<file path="config.mk">
export PLATFORM = sky130hd
export DESIGN_NAME = uart_cmd_seq
export DESIGN_NICKNAME = d
export VERILOG_FILES = /design/src/rtl/uart_cmd_seq.sv
export SDC_FILE = /design/constraint.sdc
export NUM_CORES = 1
export LEC_CHECK = 0
export CORE_ASPECT_RATIO = 0.7
export CORE_UTILIZATION = 45
export DETAILED_ROUTE_END_ITERATION = 10
export DONT_BUFFER_PORTS = 1
export PLACE_DENSITY = 0.73
export RECOVER_POWER = 25
export SLEW_MARGIN = 15
export SYNTH_ARGS = -nofsm -noshare
export SYNTH_HDL_FRONTEND = slang
export SYNTH_SLANG_ARGS = --single-unit
</file>
<file path="constraint.sdc">
create_clock -name clk -period 2.15 [get_ports clk]
set_clock_uncertainty 0.2 [all_clocks]
set_input_delay 0.43 -clock clk [delete_from_list [all_inputs] [get_ports clk]]
set_output_delay 0.43 -clock clk [all_outputs]
set_load 0.1 [all_outputs]
</file>
<file path="src/rtl/uart_cmd_seq.sv">
// uart_cmd_seq: buffers host register commands and issues them one at a time to the UART, returning checked responses
// Build option: define UART_CMD_SEQ_WR_ACK_EN to make successful writes return a response (data 0, err 00).
// Ports:
//   clk, rst_n                    clock, asynchronous active-low reset
//   host_cmd, host_vld, host_rdy  host command push into the FIFO (rdy = not full)
//   uart_cmd, uart_cmd_vld/_rdy   command issue to the UART; uart_cmd is the FIFO head
//   uart_read_rdy, uart_read_data UART read return pulse; MSB is the odd-parity bit
//   rsp_vld, rsp_data, rsp_err    response to host (err 00 ok, 01 parity, 10 timeout)
//   rsp_rdy                       host accepts the response
//   fifo_level, busy              FIFO occupancy; sequencer active or FIFO non-empty
module uart_cmd_seq #(
   parameter int          DEPTH      = 4,
   parameter int          CMD_WIDTH  = 16,
   parameter int          READ_WIDTH = 8,
   parameter logic [15:0] TIMEOUT    = 16'hFFFF
) (
   input  logic                   clk,
   input  logic                   rst_n,
   input  logic [CMD_WIDTH-1:0]   host_cmd,
   input  logic                   host_vld,
   output logic                   host_rdy,
   output logic [CMD_WIDTH-1:0]   uart_cmd,
   output logic                   uart_cmd_vld,
   input  logic                   uart_cmd_rdy,
   input  logic                   uart_read_rdy,
   input  logic [READ_WIDTH:0]    uart_read_data,
   output logic                   rsp_vld,
   output logic [READ_WIDTH-1:0]  rsp_data,
   output logic [1:0]             rsp_err,
   input  logic                   rsp_rdy,
   output logic [$clog2(DEPTH):0] fifo_level,
   output logic                   busy
);
   localparam int          AW   = $clog2(DEPTH);
   localparam logic [AW:0] FULL = (AW+1)'(DEPTH);

   typedef enum logic [2:0] {IDLE, ISSUE, WAIT_DONE, WAIT_RD, RESP} state_t;
`ifdef UART_CMD_SEQ_WR_ACK_EN
   localparam state_t WR_DONE = RESP;
`else
   localparam state_t WR_DONE = IDLE;
`endif

   state_t                state_q, state_d;
   logic [CMD_WIDTH-1:0]  mem_q [DEPTH];
   logic [CMD_WIDTH-1:0]  mem_d [DEPTH];
   logic [AW-1:0]         wr_ptr_q, wr_ptr_d, rd_ptr_q, rd_ptr_d;
   logic [AW:0]           level_q, level_d;
   logic [15:0]           cnt_q, cnt_d;
   logic                  rw_q, rw_d, cap_vld_q, cap_vld_d;
   logic [READ_WIDTH:0]   cap_q, cap_d;
   logic [READ_WIDTH-1:0] rsp_data_q, rsp_data_d;
   logic [1:0]            rsp_err_q, rsp_err_d;
   logic                  push, pop, waiting, tmo, got_rd;
   logic [READ_WIDTH:0]   rd_word;

   assign push    = host_vld && host_rdy;
   assign pop     = uart_cmd_vld && uart_cmd_rdy;
   assign waiting = (state_q == WAIT_DONE) || (state_q == WAIT_RD);
   assign tmo     = waiting && (cnt_q + 16'd1 == TIMEOUT);
   // A read pulse arriving on the same cycle as frame completion counts as already latched
   assign got_rd  = cap_vld_q || (waiting && uart_read_rdy);
   assign rd_word = cap_vld_q ? cap_q : uart_read_data;

   always_ff @(posedge clk or negedge rst_n) begin
      if (!rst_n) state_q <= IDLE;
      else        state_q <= state_d;
   end

   always_comb begin
      state_d = state_q;
      case (state_q)
         IDLE:      if (level_q != '0) state_d = ISSUE;
         ISSUE:     if (uart_cmd_rdy) state_d = WAIT_DONE;
         WAIT_DONE: if (tmo) state_d = RESP;
                    else if (uart_cmd_rdy) state_d = !rw_q ? WR_DONE : got_rd ? RESP : WAIT_RD;
         WAIT_RD:   if (tmo || got_rd) state_d = RESP;
         RESP:      if (rsp_rdy) state_d = IDLE;
         default:   state_d = IDLE;
      endcase
   end

   always_comb begin
      uart_cmd_vld = (state_q == ISSUE);
      rsp_vld      = (state_q == RESP);
      busy         = (state_q != IDLE) || (level_q != '0);
      host_rdy     = (level_q != FULL);
      fifo_level   = level_q;
      uart_cmd     = mem_q[rd_ptr_q];
      rsp_data     = rsp_data_q;
      rsp_err      = rsp_err_q;
   end

   always_comb begin
      mem_d    = mem_q;
      wr_ptr_d = wr_ptr_q;
      rd_ptr_d = rd_ptr_q;
      if (push) begin
         mem_d[wr_ptr_q] = host_cmd;
         wr_ptr_d        = wr_ptr_q + 1'b1;
      end
      if (pop) rd_ptr_d = rd_ptr_q + 1'b1;
      level_d   = level_q + (AW+1)'(push) - (AW+1)'(pop);
      cnt_d     = waiting ? cnt_q + 16'd1 : 16'd0;
      rw_d      = pop ? uart_cmd[CMD_WIDTH-1] : rw_q;
      // Capture is cleared on issue so stray or late pulses never leak into the next command
      cap_vld_d = pop ? 1'b0 : got_rd;
      cap_d     = (waiting && uart_read_rdy && !cap_vld_q) ? uart_read_data : cap_q;
      rsp_data_d = rsp_data_q;
      rsp_err_d  = rsp_err_q;
      if (state_d == RESP && state_q != RESP) begin
         rsp_data_d = (tmo || !rw_q) ? '0 : rd_word[READ_WIDTH-1:0];
         rsp_err_d  = tmo ? 2'b10 : (!rw_q || ^rd_word) ? 2'b00 : 2'b01;
      end
   end

   always_ff @(posedge clk or negedge rst_n) begin
      if (!rst_n) begin
         for (int i = 0; i < DEPTH; i++) mem_q[i] <= '0;
         wr_ptr_q   <= '0;
         rd_ptr_q   <= '0;
         level_q    <= '0;
         cnt_q      <= '0;
         rw_q       <= 1'b0;
         cap_vld_q  <= 1'b0;
         cap_q      <= '0;
         rsp_data_q <= '0;
         rsp_err_q  <= '0;
      end else begin
         mem_q      <= mem_d;
         wr_ptr_q   <= wr_ptr_d;
         rd_ptr_q   <= rd_ptr_d;
         level_q    <= level_d;
         cnt_q      <= cnt_d;
         rw_q       <= rw_d;
         cap_vld_q  <= cap_vld_d;
         cap_q      <= cap_d;
         rsp_data_q <= rsp_data_d;
         rsp_err_q  <= rsp_err_d;
      end
   end
endmodule

</file>
==> out/metrics.csv <==
stage,metric,value,unit
status,status,"complete, but fails checks",
status,failing checks,"hold timing, setup timing",
grt,vias in the first global route,3699,
synth,syn nets,424,
floorplan,die height,91.8,um
grt,GRT overflow,0,
worst_setup_path,CP Cell Sequence,or3_1 -> or4_4 -> buf_12,
floorplan,DIE AREA,11900,um2
route,Routed WL per cell,18.3,um
timing,Rel. slew slack,65.3,%
placed_design,hpwl dp,7490,um
synth,Synth top cells by count,"dfrtp_1 (111), mux2_2 (74), nor2_1 (24)",
worst_setup_path,Worst Setup End Kind,output pin,
synth,Post-Syn Instances,384,
cts,hold_buf cts,1,
synth,Netlist Area Pre-Place,5180,um2
floorplan,Initial Utilization,46.7,%
finish,Post-Layout Cell Count,631,
worst_setup_path,CP startpoint kind,flop,
route,routed via count,3379,
grt,largest net degree at the start of global routing,112,
route,initial drt markers,169,
timing,Max Slew Vio Count,0,
grt,GRT Overall Usage,20.6,%
worst_setup_path,CP peak stage delay,500,ps
timing,fin crit period,2490,ps
placed_design,final RePlAce weighted congestion,0.912,
cts,CTS tree,built,
floorplan,I/O pins,64,
synth,"EDFF count, synth",0,
worst_setup_path,CP Buf/Inv Count,1,
job,max-cap violation count,0,
route,ANT nets after route,0,
cts,clk_lat worst skew,340,ps
synth,post-synthesis sequential area ratio,53.6,%
floorplan,chip width,130,um
finish,share of layout cells above drive strength 1,51.9,%
floorplan,Cell Rows,32,
cts,Max Buffers Root-to-Sink,2,
synth,cell taking the most area after synthesis,dfrtp_1,
route,drt pass-1 iters,4,
timing,worst slew pin tran,517,ps
cts,Clock H-tree levels,3,
route,final WL,11500,um
finish,filler instances,825,
cts,Worst-path clk slew,70,ps
finish,Ant. Diodes,0,
synth,Synth async-reset ratio,100,%
route,Post-route DRC,0,
cts,CTS Buf Count,9,
grt,initial antenna violation count,0,
synth,top-area cell type share of the netlist area,53.6,%
timing,unrepaired setup endpoints after global routing,true,
finish,NumNets Final,515,
timing,Hold WS,-426,ps
timing,endpoints failing hold,111,
synth,Mapped Avg Cell Area,13.5,um2
synth,"Distinct cells, synth",39,
worst_setup_path,CP top delay family,simple AND/OR/NAND/NOR gates,
floorplan,Core Region,11100,um2
worst_setup_path,Worst Path Required,1520,ps
synth,most common flop cell mapped by yosys,dfrtp_1,
timing,Final WS setup,-339,ps
placed_design,IO buf count,0,
finish,Layout area overhead,34.3,%
cts,CTS Sinks,111,
synth,number of synthesis warnings,0,
grt,first-pass GRT wire length,18400,um
worst_hold_path,HP Class,input pin to async pin,
worst_setup_path,"Arr. time, crit path",1860,ps
finish,Final Core Density,62.7,%
worst_setup_path,CP max FO,3,
synth,top-count cell post-synth,dfrtp_1,
finish,register area,2790,um2
cts,clk root buf,clkbuf_16,
route,vias per cell,5.35,
synth,"top cells by area, synth","dfrtp_1 (54%), mux2_2 (16%), mux4_2 (7.0%)",
worst_setup_path,"Slowest-stage cell, CP",dfrtp_4,
timing,number of setup violations in the final report,31,
worst_setup_path,Setup CP Type,flop to output pin,
finish,multi-input logic area,2590,um2
placed_design,placed cell count,597,
synth,synthesized flop and latch total,111,
timing,Final period util,116,%
timing,Max Clk Rate,402,MHz
worst register-to-register path: stages, from the launching register on:
cell and delay (ps):
dfrtp_4 480, buf_6 130, nor2_4 120, nand2_4 60, and2_4 160, inv_4 50, ha_4 190, inv_2 60
ha_4 120, inv_2 40, fa_2 360, xnor2_2 150, xnor2_1 130
routing by layer:
metal	up-vias	track usage (%)	wire, um
met5	-	0	0
li1	1555	-	-
met4	0	5.14	131
met1	1723	24.9	4750
met2	85	35.0	5910
met3	16	7.41	759
per-stage QoR:
step / instance area (um2) / setup TNS [ps] / setup slack [ps]
finish: 6960 / -5590 / -339
global route: 6960 / -8180 / -365
CTS: 6820 / -5850 / -353
detailed placement: 6300 / -1880 / -184
global placement: 6300 / -818 / -121
floorplan: 5360 / -19630 / -887
final cells by class:
class | count | area share, %
clock buffers | 11 | 3.49
repair buffers | 92 | 15.3
multi-input cells | 249 | 37.2
clock inverters | 3 | 0.414
well taps | 153 | 2.75
flip-flops and latches | 111 | 40.1
inverters | 12 | 0.684
placed cells by master (no fill, tap or decap), types with 7 or more instances in the layout:
cell / synthesis / routed
nor2_1: 24 / 22
xor2_1: 9 / 9
nand2_1: 18 / 13
buf_4: 0 / 58
mux4_2: 16 / 16
inv_1: 12 / 8
xnor2_1: 21 / 18
buf_6: 0 / 7
clkbuf_16: 0 / 10
mux2_2: 74 / 74
o2bb2ai_2: 0 / 8
buf_12: 0 / 23
mux2i_1: 10 / 10
dfrtp_1: 111 / 106
registers in the layout (all words and copies together) (netlist names):
name        count
rsp_data        8
state_q         3
cap_vld_q       1
rsp_err         2
cnt_q          16
cap_q           9
rd_ptr_q        2
fifo_level      3
rw_q            1
wr_ptr_q        2
mem_q          64
timing repair:
item | CTS | global route
endpoints found under the hold margin | 112 | 111
gates cloned | 3 | 1
pin swaps | 9 | 11
endpoints found under the setup margin | 31 | 34
resized for setup | 24 | 18
buffers inserted | 11 | 5
path summary, 6_finish.rpt:
path,end,from,slack (ps),depth (start not counted)
worst min register to register,rsp_data[7]$_DFFE_PN0P_,rsp_data[7]$_DFFE_PN0P_,300,1
max in group asynchronous,fifo_level[2]$_DFF_PN0_,rst_n,2000,0
worst max-delay path,busy,fifo_level[1]$_DFF_PN0_,-340,3
worst min-delay path,cnt_q[12]$_DFF_PN0_,rst_n,-430,0
min in group clk,mem_q[8]$_DFFE_PN0P_,host_cmd[8],30,1
worst max register to register,fifo_level[2]$_DFF_PN0_,fifo_level[0]$_DFF_PN0_,-210,12
cells by family after synthesis:
logic type               share of synthesized area (%)
AO/OA/AOI/OAI                                     4.88
XOR/XNOR                                          5.07
adder cells (fa/ha/maj)                           2.32
buffers and inverters                             1.84
flip-flops                                        53.6
multiplexers                                      25.0
AND/OR/NAND/NOR                                   7.27
Power is not shown: default switching activity piles up to over one toggle a cycle in this logic, so the estimate is an artifact.
